## src/rtl/fp_class_seq_if.sv

```systemverilog
// Handshake and result bundle for fp_class_seq: producer-side valid/ready/word,
// consumer-side valid/ready, and the unpacked result fields.
interface fp_class_seq_if #(
   parameter int NEXP = 5,
   parameter int NSIG = 10
);
   localparam int CLOG2_NSIG = $clog2(NSIG + 1);
   localparam int LAST_FLAG  = 6;

   logic                    in_valid;
   logic                    in_ready;
   logic [NEXP+NSIG:0]      f;
   logic                    out_valid;
   logic                    out_ready;
   logic                    fSign;
   logic signed [NEXP+1:0]  fExp;
   logic [NSIG:0]           fSig;
   logic [LAST_FLAG-1:0]    fFlags;
   logic [CLOG2_NSIG-1:0]   fSa;

   modport master (
      output in_valid, f, out_ready,
      input  in_ready, out_valid, fSign, fExp, fSig, fFlags, fSa
   );

   modport slave (
      input  in_valid, f, out_ready,
      output in_ready, out_valid, fSign, fExp, fSig, fFlags, fSa
   );
endinterface

```

## src/rtl/fp_class_seq.sv

```systemverilog
// Sequential IEEE-754 classifier/unpacker with iterative subnormal normalisation.
// Define FP_CLASS_SEQ_DAZ_EN to treat subnormals as zero (no SHIFT state, no shifter).
module fp_class_seq #(
   parameter int NEXP = 5,
   parameter int NSIG = 10
) (
   input logic          clk,
   input logic          rst,
   fp_class_seq_if.slave io
);
   localparam int CLOG2_NSIG = $clog2(NSIG + 1);
   localparam int LAST_FLAG  = 6;
   localparam int BIAS       = 2 ** (NEXP - 1) - 1;
   localparam int EMIN       = 1 - BIAS;

   // One-hot flag bit positions
   localparam int F_SNAN      = 0;
   localparam int F_QNAN      = 1;
   localparam int F_INFINITY  = 2;
   localparam int F_ZERO      = 3;
   localparam int F_SUBNORMAL = 4;
   localparam int F_NORMAL    = 5;

   localparam logic signed [NEXP+1:0] BIAS_S = (NEXP + 2)'(BIAS);

   typedef enum logic [1:0] {IDLE, SHIFT, DONE} stateT;

   stateT                 state;
   logic                  accept;
   logic                  sgn;
   logic [NEXP-1:0]       e;
   logic [NSIG-1:0]       frac;
   logic [LAST_FLAG-1:0]  cls;

   assign {sgn, e, frac} = io.f;
   assign io.in_ready    = (state == IDLE) || ((state == DONE) && io.out_ready);
   assign accept         = io.in_valid && io.in_ready;
   assign cls            = classify(e, frac);

   function automatic logic [LAST_FLAG-1:0] classify(input logic [NEXP-1:0] ex,
                                                     input logic [NSIG-1:0] fr);
      logic                 eOnes;
      logic                 eZero;
      logic                 fZero;
      logic [LAST_FLAG-1:0] fl;
      eOnes = &ex;
      eZero = ~|ex;
      fZero = ~|fr;
      fl    = '0;
      fl[F_SNAN]     = eOnes & ~fZero & ~fr[NSIG-1];
      fl[F_QNAN]     = eOnes & fr[NSIG-1];
      fl[F_INFINITY] = eOnes & fZero;
      fl[F_NORMAL]   = ~eOnes & ~eZero;
`ifdef FP_CLASS_SEQ_DAZ_EN
      fl[F_ZERO]      = eZero;
      fl[F_SUBNORMAL] = 1'b0;
`else
      fl[F_ZERO]      = eZero & fZero;
      fl[F_SUBNORMAL] = eZero & ~fZero;
`endif
      return fl;
   endfunction

`ifndef FP_CLASS_SEQ_DAZ_EN
   localparam logic signed [NEXP+1:0]  EMIN_S = (NEXP + 2)'(EMIN);
   localparam logic [CLOG2_NSIG-1:0]   STEP0  = {1'b1, {(CLOG2_NSIG - 1){1'b0}}};

   logic [CLOG2_NSIG-1:0] step;
   logic                  stepTake;
   logic [CLOG2_NSIG-1:0] saNext;

   // True when the top n bits of the significand are all zero.
   function automatic logic topBitsZero(input logic [NSIG:0] sig,
                                        input logic [CLOG2_NSIG-1:0] n);
      logic [NSIG:0] mask;
      mask = ~({(NSIG + 1){1'b1}} >> n);
      return (sig & mask) == '0;
   endfunction

   assign stepTake = topBitsZero(io.fSig, step);
   assign saNext   = stepTake ? (io.fSa | step) : io.fSa;
`endif

   always_ff @(posedge clk) begin
      if (rst) begin
         state        <= IDLE;
         io.out_valid <= 1'b0;
         io.fSign     <= 1'b0;
         io.fExp      <= '0;
         io.fSig      <= '0;
         io.fFlags    <= '0;
         io.fSa       <= '0;
`ifndef FP_CLASS_SEQ_DAZ_EN
         step         <= '0;
`endif
      end else if (accept) begin
         // Accept: a drain in DONE and a new word may coincide here
         io.fSign     <= sgn;
         io.fFlags    <= cls;
         io.fSa       <= '0;
         state        <= DONE;
         io.out_valid <= 1'b1;
         if (cls[F_NORMAL]) begin
            io.fExp <= $signed({2'b00, e}) - BIAS_S;
            io.fSig <= {1'b1, frac};
         end else if (&e) begin
            io.fExp <= {2'b00, e};
            io.fSig <= {1'b0, frac};
         end else begin
            io.fExp <= '0;
            io.fSig <= '0;
`ifndef FP_CLASS_SEQ_DAZ_EN
            if (cls[F_SUBNORMAL]) begin
               state        <= SHIFT;
               io.out_valid <= 1'b0;
               io.fSig      <= {1'b0, frac};
               step         <= STEP0;
            end
`endif
         end
      end
`ifndef FP_CLASS_SEQ_DAZ_EN
      else if (state == SHIFT) begin
         // One binary-search step per clock; always CLOG2_NSIG steps
         if (stepTake) io.fSig <= io.fSig << step;
         io.fSa <= saNext;
         step   <= step >> 1;
         if (step == CLOG2_NSIG'(1)) begin
            io.fExp      <= EMIN_S - $signed({{(NEXP + 2 - CLOG2_NSIG){1'b0}}, saNext});
            state        <= DONE;
            io.out_valid <= 1'b1;
         end
      end
`endif
      else if ((state == DONE) && io.out_ready) begin
         state        <= IDLE;
         io.out_valid <= 1'b0;
      end
   end
endmodule

```

## src/flat_wrapper.sv

```systemverilog
// flat-port wrapper written by rule: the top's interface ports become plain ports
module fp_class_seq_flat 
#(
   parameter int NEXP = 5,
   parameter int NSIG = 10
)
  (clk, rst, io_in_valid, io_f, io_out_ready, io_in_ready, io_out_valid, io_fSign, io_fExp, io_fSig, io_fFlags, io_fSa);
  fp_class_seq_if #(.NEXP(NEXP), .NSIG(NSIG)) io_i ();
  input logic clk;
  input logic rst;
  input wire logic [$bits(io_i.in_valid)-1:0] io_in_valid;
  input wire logic [$bits(io_i.f)-1:0] io_f;
  input wire logic [$bits(io_i.out_ready)-1:0] io_out_ready;
  output wire logic [$bits(io_i.in_ready)-1:0] io_in_ready;
  output wire logic [$bits(io_i.out_valid)-1:0] io_out_valid;
  output wire logic [$bits(io_i.fSign)-1:0] io_fSign;
  output wire logic [$bits(io_i.fExp)-1:0] io_fExp;
  output wire logic [$bits(io_i.fSig)-1:0] io_fSig;
  output wire logic [$bits(io_i.fFlags)-1:0] io_fFlags;
  output wire logic [$bits(io_i.fSa)-1:0] io_fSa;
  assign io_i.in_valid = io_in_valid;
  assign io_i.f = io_f;
  assign io_i.out_ready = io_out_ready;
  assign io_in_ready = io_i.in_ready;
  assign io_out_valid = io_i.out_valid;
  assign io_fSign = io_i.fSign;
  assign io_fExp = io_i.fExp;
  assign io_fSig = io_i.fSig;
  assign io_fFlags = io_i.fFlags;
  assign io_fSa = io_i.fSa;
  fp_class_seq #(.NEXP(NEXP), .NSIG(NSIG)) u_core (.clk(clk), .rst(rst), .io(io_i));
endmodule
```

## config.mk

```make
export PLATFORM = sky130hd
export DESIGN_NAME = fp_class_seq_flat
export DESIGN_NICKNAME = d
export VERILOG_FILES = /design/src/rtl/fp_class_seq_if.sv /design/src/rtl/fp_class_seq.sv /design/src/flat_wrapper.sv
export SDC_FILE = /design/constraint.sdc
export NUM_CORES = 1
export LEC_CHECK = 0
export BUFFER_PORTS_ARGS = -buffer_cell sky130_fd_sc_hd__buf_2
export CAP_MARGIN = 10
export CORE_MARGIN = 2
export CORE_UTILIZATION = 35
export CTS_BUF_LIST = sky130_fd_sc_hd__clkbuf_2 sky130_fd_sc_hd__clkbuf_4 sky130_fd_sc_hd__clkbuf_8
export CTS_CLUSTER_DIAMETER = 60
export DETAILED_ROUTE_END_ITERATION = 12
export GPL_ROUTABILITY_DRIVEN = 0
export GPL_TIMING_DRIVEN = 0
export PLACE_DENSITY_LB_ADDON = 0.05
export SYNTH_ARGS = -nofsm -noshare
export SYNTH_HDL_FRONTEND = slang
export SYNTH_SLANG_ARGS = --single-unit
```

## constraint.sdc

```tcl
create_clock -name clk -period 2.8 [get_ports clk]
set_clock_uncertainty 0.1 [all_clocks]
set_input_delay 0.28 -clock clk [delete_from_list [all_inputs] [get_ports clk]]
set_output_delay 0.28 -clock clk [all_outputs]
set_load 0.05 [all_outputs]
```

# Yosys cells after proc, flatten, opt, wreduce, memory -nomap -nowiden
# Cells that the tools add are included.
[classes] muxes=31 n_addsub=2 n_eq_ne=7 shift=2 n_bitwise=12 reduce_logical=19
[ops] op="11-bit two-way mux" count=5
[ops] op="7-bit two-way mux" count=4
[ops] op="4-bit two-way mux" count=6
[ops] op="2-bit two-way mux" count=7
[ops] op="11-bit AND" count=1
[ops] op="11-bit zero test" count=1
[ops] op="11-bit inverter" count=1
[ops] op="11-bit by 4-bit << shifter with 11-bit output" count=1
[ops] op="11-bit by 4-bit right shift with 11-bit output (first input constant)" count=1
[ops] op="10-bit two-way mux" count=1
[ops] op="10-bit OR reduction" count=1
[ops] op="1-bit AND" count=7
[ops] op="1-bit two-way mux" count=7
[ops] op="2-bit inequality test (second input constant)" count=3
[ops] op="2-bit AND reduction" count=3
[ops] op="2-bit nonzero test" count=3
[ops] op="5-bit by 4-bit subtractor with 6-bit output (second input constant)" count=1
[ops] op="5-bit by 5-bit subtractor with 6-bit output (first input constant)" count=1
[ops] op="5-bit two-way mux" count=1
[ops] op="5-bit AND reduction" count=1
[ops] op="5-bit OR reduction" count=1
[ops] op="4-bit by 1-bit equality test with 1-bit output (second input constant)" count=1
[ops] op="4-bit bitwise OR" count=1
[ops] op="4-bit AND reduction" count=1
[ops] op="other kinds (10)" count=13
[totals] in_bits=20 output_inout_bits=31 reg_bits=36 word_cells=81

# Longest topological paths before layout
[logic_depth] ltp_word=9 mapped_depth=9 depth_no_buf=8

# Worst setup path before layout
# Ideal clock, no wire load.
[synth_path] kind="register -> register" startpoint="register u_core.io.fSig[6]" endpoint="register u_core.io.fExp[4]" t_arrival_ns=2.274 required_time_ns=2.614 synth_period_minus_slack_ns=2.459 n_path_buf=0 setup_ns=0.086 stages_incl_launch_ff=9 setup_slack_ns=0.341 cell_sequence="dfxtp_1 -> nor2_1 -> a221oi_1 -> a211oi_4 -> a31o_2 -> ha_1 -> nor3_1 -> a31oi_1 -> a211oi_1"
[synth_between] elab_chain_len=7
[synth_lines] item="from (decl)" line="fp_class_seq_if.sv:28" text="output in_ready, out_valid, fSign, fExp, fSig, fFlags, fSa"
[synth_lines] item="from (signal assigned)" line="fp_class_seq.sv:105" text="io.fSig <= {1'b1, frac};"
[synth_lines] item="from (signal assigned)" line="fp_class_seq.sv:108" text="io.fSig <= {1'b0, frac};"
[synth_lines] item="from (signal assigned)" line="fp_class_seq.sv:116" text="io.fSig <= {1'b0, frac};"
[synth_lines] item="11-bit AND" line="fp_class_seq.sv:77" text="return (sig & mask) == '0;"
[synth_lines] item="11-bit zero test" line="fp_class_seq.sv:77"
[synth_lines] item="4-bit two-way mux" line="fp_class_seq.sv:81" text="assign saNext = stepTake ? (io.fSa | step) : io.fSa;"
[synth_lines] item="named net u_core.saNext[1]" line="fp_class_seq.sv:70" text="logic [CLOG2_NSIG-1:0] saNext;"
[synth_lines] item="5-bit by 5-bit subtractor with 6-bit output" line="fp_class_seq.sv:129" text="io.fExp <= EMIN_S - $signed({{(NEXP + 2 - CLOG2_NSIG){1'b0}}, saNext});"
[synth_lines] item="7-bit two-way mux" line="fp_class_seq.sv:128" text="if (step == CLOG2_NSIG'(1)) begin"
[synth_lines] item="7-bit two-way mux" line="fp_class_seq.sv:123" text="else if (state == SHIFT) begin"
[synth_lines] item="7-bit two-way mux" line="fp_class_seq.sv:96" text="end else if (accept) begin"
[synth_lines] item="to (signal assigned)" line="fp_class_seq.sv:104" text="io.fExp <= $signed({2'b00, e}) - BIAS_S;"
[synth_lines] item="to (signal assigned)" line="fp_class_seq.sv:107" text="io.fExp <= {2'b00, e};"
[synth_lines] item="to (signal assigned)" line="fp_class_seq.sv:129"
[synth_lines] item="to (decl)" line="fp_class_seq_if.sv:28"
# The timed path passes the listed nets, and every way through them passes these cells. The select of a mux whose other input is x is not followed.
# A chain may end at the register's enable or synchronous reset.

# Final worst setup path
[layout_path] startpoint="register u_core.step[3]" endpoint="register u_core.io.fExp[4]"
[layout_between] elab_chain_len=9 word_cells_on_any_way=13 classes_between="add/sub (1); eq/ne (1); shift (1); mux (4); bitwise (3); reduce/logical (3)"
[layout_lines] item="from (decl)" line="fp_class_seq.sv:68" text="logic [CLOG2_NSIG-1:0] step;"
[layout_lines] item="from (signal assigned)" line="fp_class_seq.sv:127" text="step <= step >> 1;"
[layout_lines] item="11-bit by 4-bit right shift with 11-bit output" line="fp_class_seq.sv:76" text="mask = ~({(NSIG + 1){1'b1}} >> n);"
[layout_lines] item="11-bit inverter" line="fp_class_seq.sv:76"
[layout_lines] item="11-bit AND" line="fp_class_seq.sv:77"
[layout_lines] item="11-bit zero test" line="fp_class_seq.sv:77"
[layout_lines] item="4-bit two-way mux" line="fp_class_seq.sv:81"
[layout_lines] item="named net u_core.saNext[1]" line="fp_class_seq.sv:70"
[layout_lines] item="5-bit by 5-bit subtractor with 6-bit output" line="fp_class_seq.sv:129"
[layout_lines] item="7-bit two-way mux" line="fp_class_seq.sv:128"
[layout_lines] item="7-bit two-way mux" line="fp_class_seq.sv:123"
[layout_lines] item="7-bit two-way mux" line="fp_class_seq.sv:96"
# The timed path passes the listed nets, and every way through them passes these cells. The select of a mux whose other input is x is not followed.

==> impl_metrics.tcl <==
set metrics [dict create \
    postCtsHoldBufs 0 \
    drt_iter0_drc 112 \
    synth_edf_count 0 \
    multi_input_area_um2 1449 \
    fp.dieW_um 84.44 \
    path_clk_slew_ns 0.08 \
    synth_top_flop_cell "dfxtp_1" \
    drtAntennaViolNets 0 \
    end_kind "register" \
    synthTopCellsByArea "dfxtp_1, mux2i_1, a21oi_1" \
    slowest_delay_ns 0.37 \
    n_antenna_cell 0 \
    finalWirelength_mm 7.138 \
    route.vias.total 2330 \
    drt_pass1_iterations 4 \
    root_buffer "clkbuf_8" \
    synth_nets 300 \
    async_flop_share_pct 0 \
    numPortBuffers 49 \
    grt_setup_unrepaired "no" \
    synth_top_area_share_pct 30.06 \
    design_area_um2 2721 \
    path_delay_family "compound AO/OA/AOI/OAI gates" \
    start_util_pct 35.87 \
    hold_depth 3 \
    synth.cell_area_um2 2265 \
    slew_headroom_pct 53.82 \
    ys_seq_area_share_pct 30.06 \
    critical_path_class "register to register" \
    status "complete, no violations" \
    syn-instance-count 276 \
    numCtsBuffers 5 \
    dp.cells 402 \
    crit_buf_inv 2 \
    dieHeight_um 84.44 \
    clkLatencyLatePin_ns 0.29 \
    tns_ns 0 \
    h-tree-depth 2 \
    worst_pin_slew_ns 0.6901 \
    hold_violations 0 \
    yosysTopAreaCell "dfxtp_1" \
    io_pins 51 \
    post_drt_via_cell_ratio 5.683 \
    finalCriticalPeriod_ns 2.487 \
    drcViolationCount 0 \
    die-area_um2 7130 \
    timing.rr.start "u_core.step[3]$_SDFFE_PP0P_" \
    rows 29 \
    hp-class "input port to register" \
    avgSynthCellArea_um2 8.205 \
    synthToLayoutAreaGrowth_pct 20.17 \
    max_freq_mhz 402.1 \
    hold_path_startpoint "io_f[15]" \
    p_leak_nw 1.111 \
    overflow 0 \
    crit_required_ns 2.90 \
    clock_sinks 34 \
    min_to "u_core.io.fSign$_SDFFE_PP0P_" \
    wl_per_cell_um 17.41 \
    setup_viol 0 \
    r2r-end "u_core.io.fExp[4]$_SDFFE_PP0P_" \
    grt_pass1_wl_mm 11.48 \
    rrSetupSlack_ns 0.31 \
    track_usage_pct 20.22 \
    dp_hpwl_mm 5.367 \
    start_kind "register" \
    place_area_um2 2606 \
    ff_latch_area_um2 680.7 \
    synthDistinctLibCells 57 \
    slowest_stage "a221oi_2" \
    final_layout_size_suffix_gt1_share_pct 25.53 \
    p_per_area_nw_per_um2 469.7 \
    fillers 652 \
    first_global_vias 2232 \
    finalCritPeriodShare_pct 88.82 \
    synth-seq-cells 34 \
    antenna_found_initial 0 \
    ys_warn_count 0 \
    ir_drop_mv 0.2380 \
    grt_max_degree 12 \
    core_region_area_um2 6314 \
    instances_no_fill 410 \
    crit_arrival_ns 2.59 \
    reg2reg_depth 9 \
    cts_tree "done" \
    cts_buffer_depth 2 \
    finalMaxSlewViolations 0 \
    maxCapViolCount 0 \
    final_nets 356 \
    path_cells "buf_2 > inv_1 > a221oi_2 > a211oi_4 > a31o_2 > ha_1 > nor3_1 > a31oi_1 > a211oi_1" \
    cp_max_fo 10 \
]
[cell usage in the layout (no fill, tap or decap), drive strengths merged, types with 2 or more instances in the layout]
cell type	n
o21ai	12
a221oi	5
a21oi	28
mux4	4
a31o	3
nor4	2
clkbuf	15
dfxtp	34
mux2	4
a211oi	8
a31oi	5
mux2i	14
nand3	6
a41oi	2
clkinv	3
inv	11
o211ai	5
nand4	3
a221o	4
and3	3
nor2	32
ha	4
a32o	3
o2bb2ai	2
buf	59
a22oi	5
nand2	26
nor3	9
[area by class of cell]
| cell class | count | share of cell area [%] |
|---|---|---|
| multi-input combinational | 210 | 53.24 |
| sequential | 34 | 25.01 |
| timing repair buffer | 49 | 9.011 |
| buffer | 20 | 3.540 |
| tap | 77 | 3.540 |
| clock buffer | 5 | 2.529 |
| inverter | 12 | 1.655 |
| clock inverter | 3 | 1.471 |
[sequential cells by signal (all words and copies together), names as in the netlist]
name	count
u_core.io.fSign	1
u_core.state	1
u_core.io.fSig	11
u_core.io.fExp	6
u_core.io.fFlags	6
u_core.step	4
u_core.io.out_valid	1
u_core.io.fSa	4
[where the power goes]
part / total [mW] / internal [mW] / switching [mW]
combinational: 0.291 / 0.0903 / 0.200
clock: 0.455 / 0.262 / 0.193
sequential: 0.532 / 0.506 / 0.0263
total: 1.28 / 0.858 / 0.420
[how the worst max path moves through the flow]
stage          cells after the start                      startpoint                             end
2_1_floorplan                      8  u_core.io.fSig[6]$_SDFFE_PP0P_  u_core.io.fExp[4]$_SDFFE_PP0P_
3_3_place_gp                       9     u_core.step[3]$_SDFFE_PP0P_  u_core.io.fExp[4]$_SDFFE_PP0P_
5_1_grt                            9     u_core.step[2]$_SDFFE_PP0P_  u_core.io.fExp[4]$_SDFFE_PP0P_
3_5_place_dp                       9     u_core.step[3]$_SDFFE_PP0P_  u_core.io.fExp[4]$_SDFFE_PP0P_
4_1_cts                            9     u_core.step[3]$_SDFFE_PP0P_  u_core.io.fExp[4]$_SDFFE_PP0P_
6_report                           9     u_core.step[3]$_SDFFE_PP0P_  u_core.io.fExp[4]$_SDFFE_PP0P_
[synth_stat cells, types with 5 or more instances]
cell type	number
a21oi_1	27
a211oi_1	7
o211ai_1	5
inv_1	11
a221oi_1	5
mux2i_1	14
nor2_1	32
clkbuf_1	10
nand2_1	26
nor3_1	8
dfxtp_1	34
nand3_1	6
a22oi_1	5
o21ai_0	11
buf_2	5
[kinds of logic after synthesis]
logic type | after synthesis | share of synthesized area [%]
buffers and inverters | 32 | 6.243
flip-flops | 34 | 30.06
XOR/XNOR | 1 | 0.3868
AO/OA/AOI/OAI | 94 | 31.00
multiplexers | 22 | 12.15
AND/OR/NAND/NOR | 89 | 17.96
adder cells (fa/ha/maj) | 4 | 2.210
[stage by stage]
stage	total power [mW]	worst slack [ns]	utilization (%)	hold WS, ns
3_5_place_dp	0.8328	0.2231	41.28	0.3448
6_report	1.278	0.3131	43.10	0.1220
5_1_grt	1.342	0.02632	43.10	0.1131
3_3_place_gp	0.8326	0.2226	41.28	0.3403
4_1_cts	1.290	0.1996	43.00	0.1160
2_1_floorplan	0.7469	0.3407	-	0.3160
[repair_timing]
| action | CTS | global route |
|---|---|---|
| hold endpoints to repair | 0 | 0 |
| gates resized for setup | 0 | 1 |
| buffers inserted | 0 | 0 |
| setup endpoints to repair | 0 | 1 |
[metal layers]
layer | track usage (%) | up-vias | routed length, um
met2 | 33.33 | 83 | 3376
met1 | 26.98 | 1086 | 3280
met3 | 4.130 | 7 | 401
met5 | 0 | - | 0
met4 | 5.628 | 0 | 80
li1 | - | 1154 | -
[worst min-delay path: stages]
cell and delay [ns]:
buf_2 0.10, nand2_1 0.05, a21oi_1 0.05
Power figures use the tool's default switching activity.
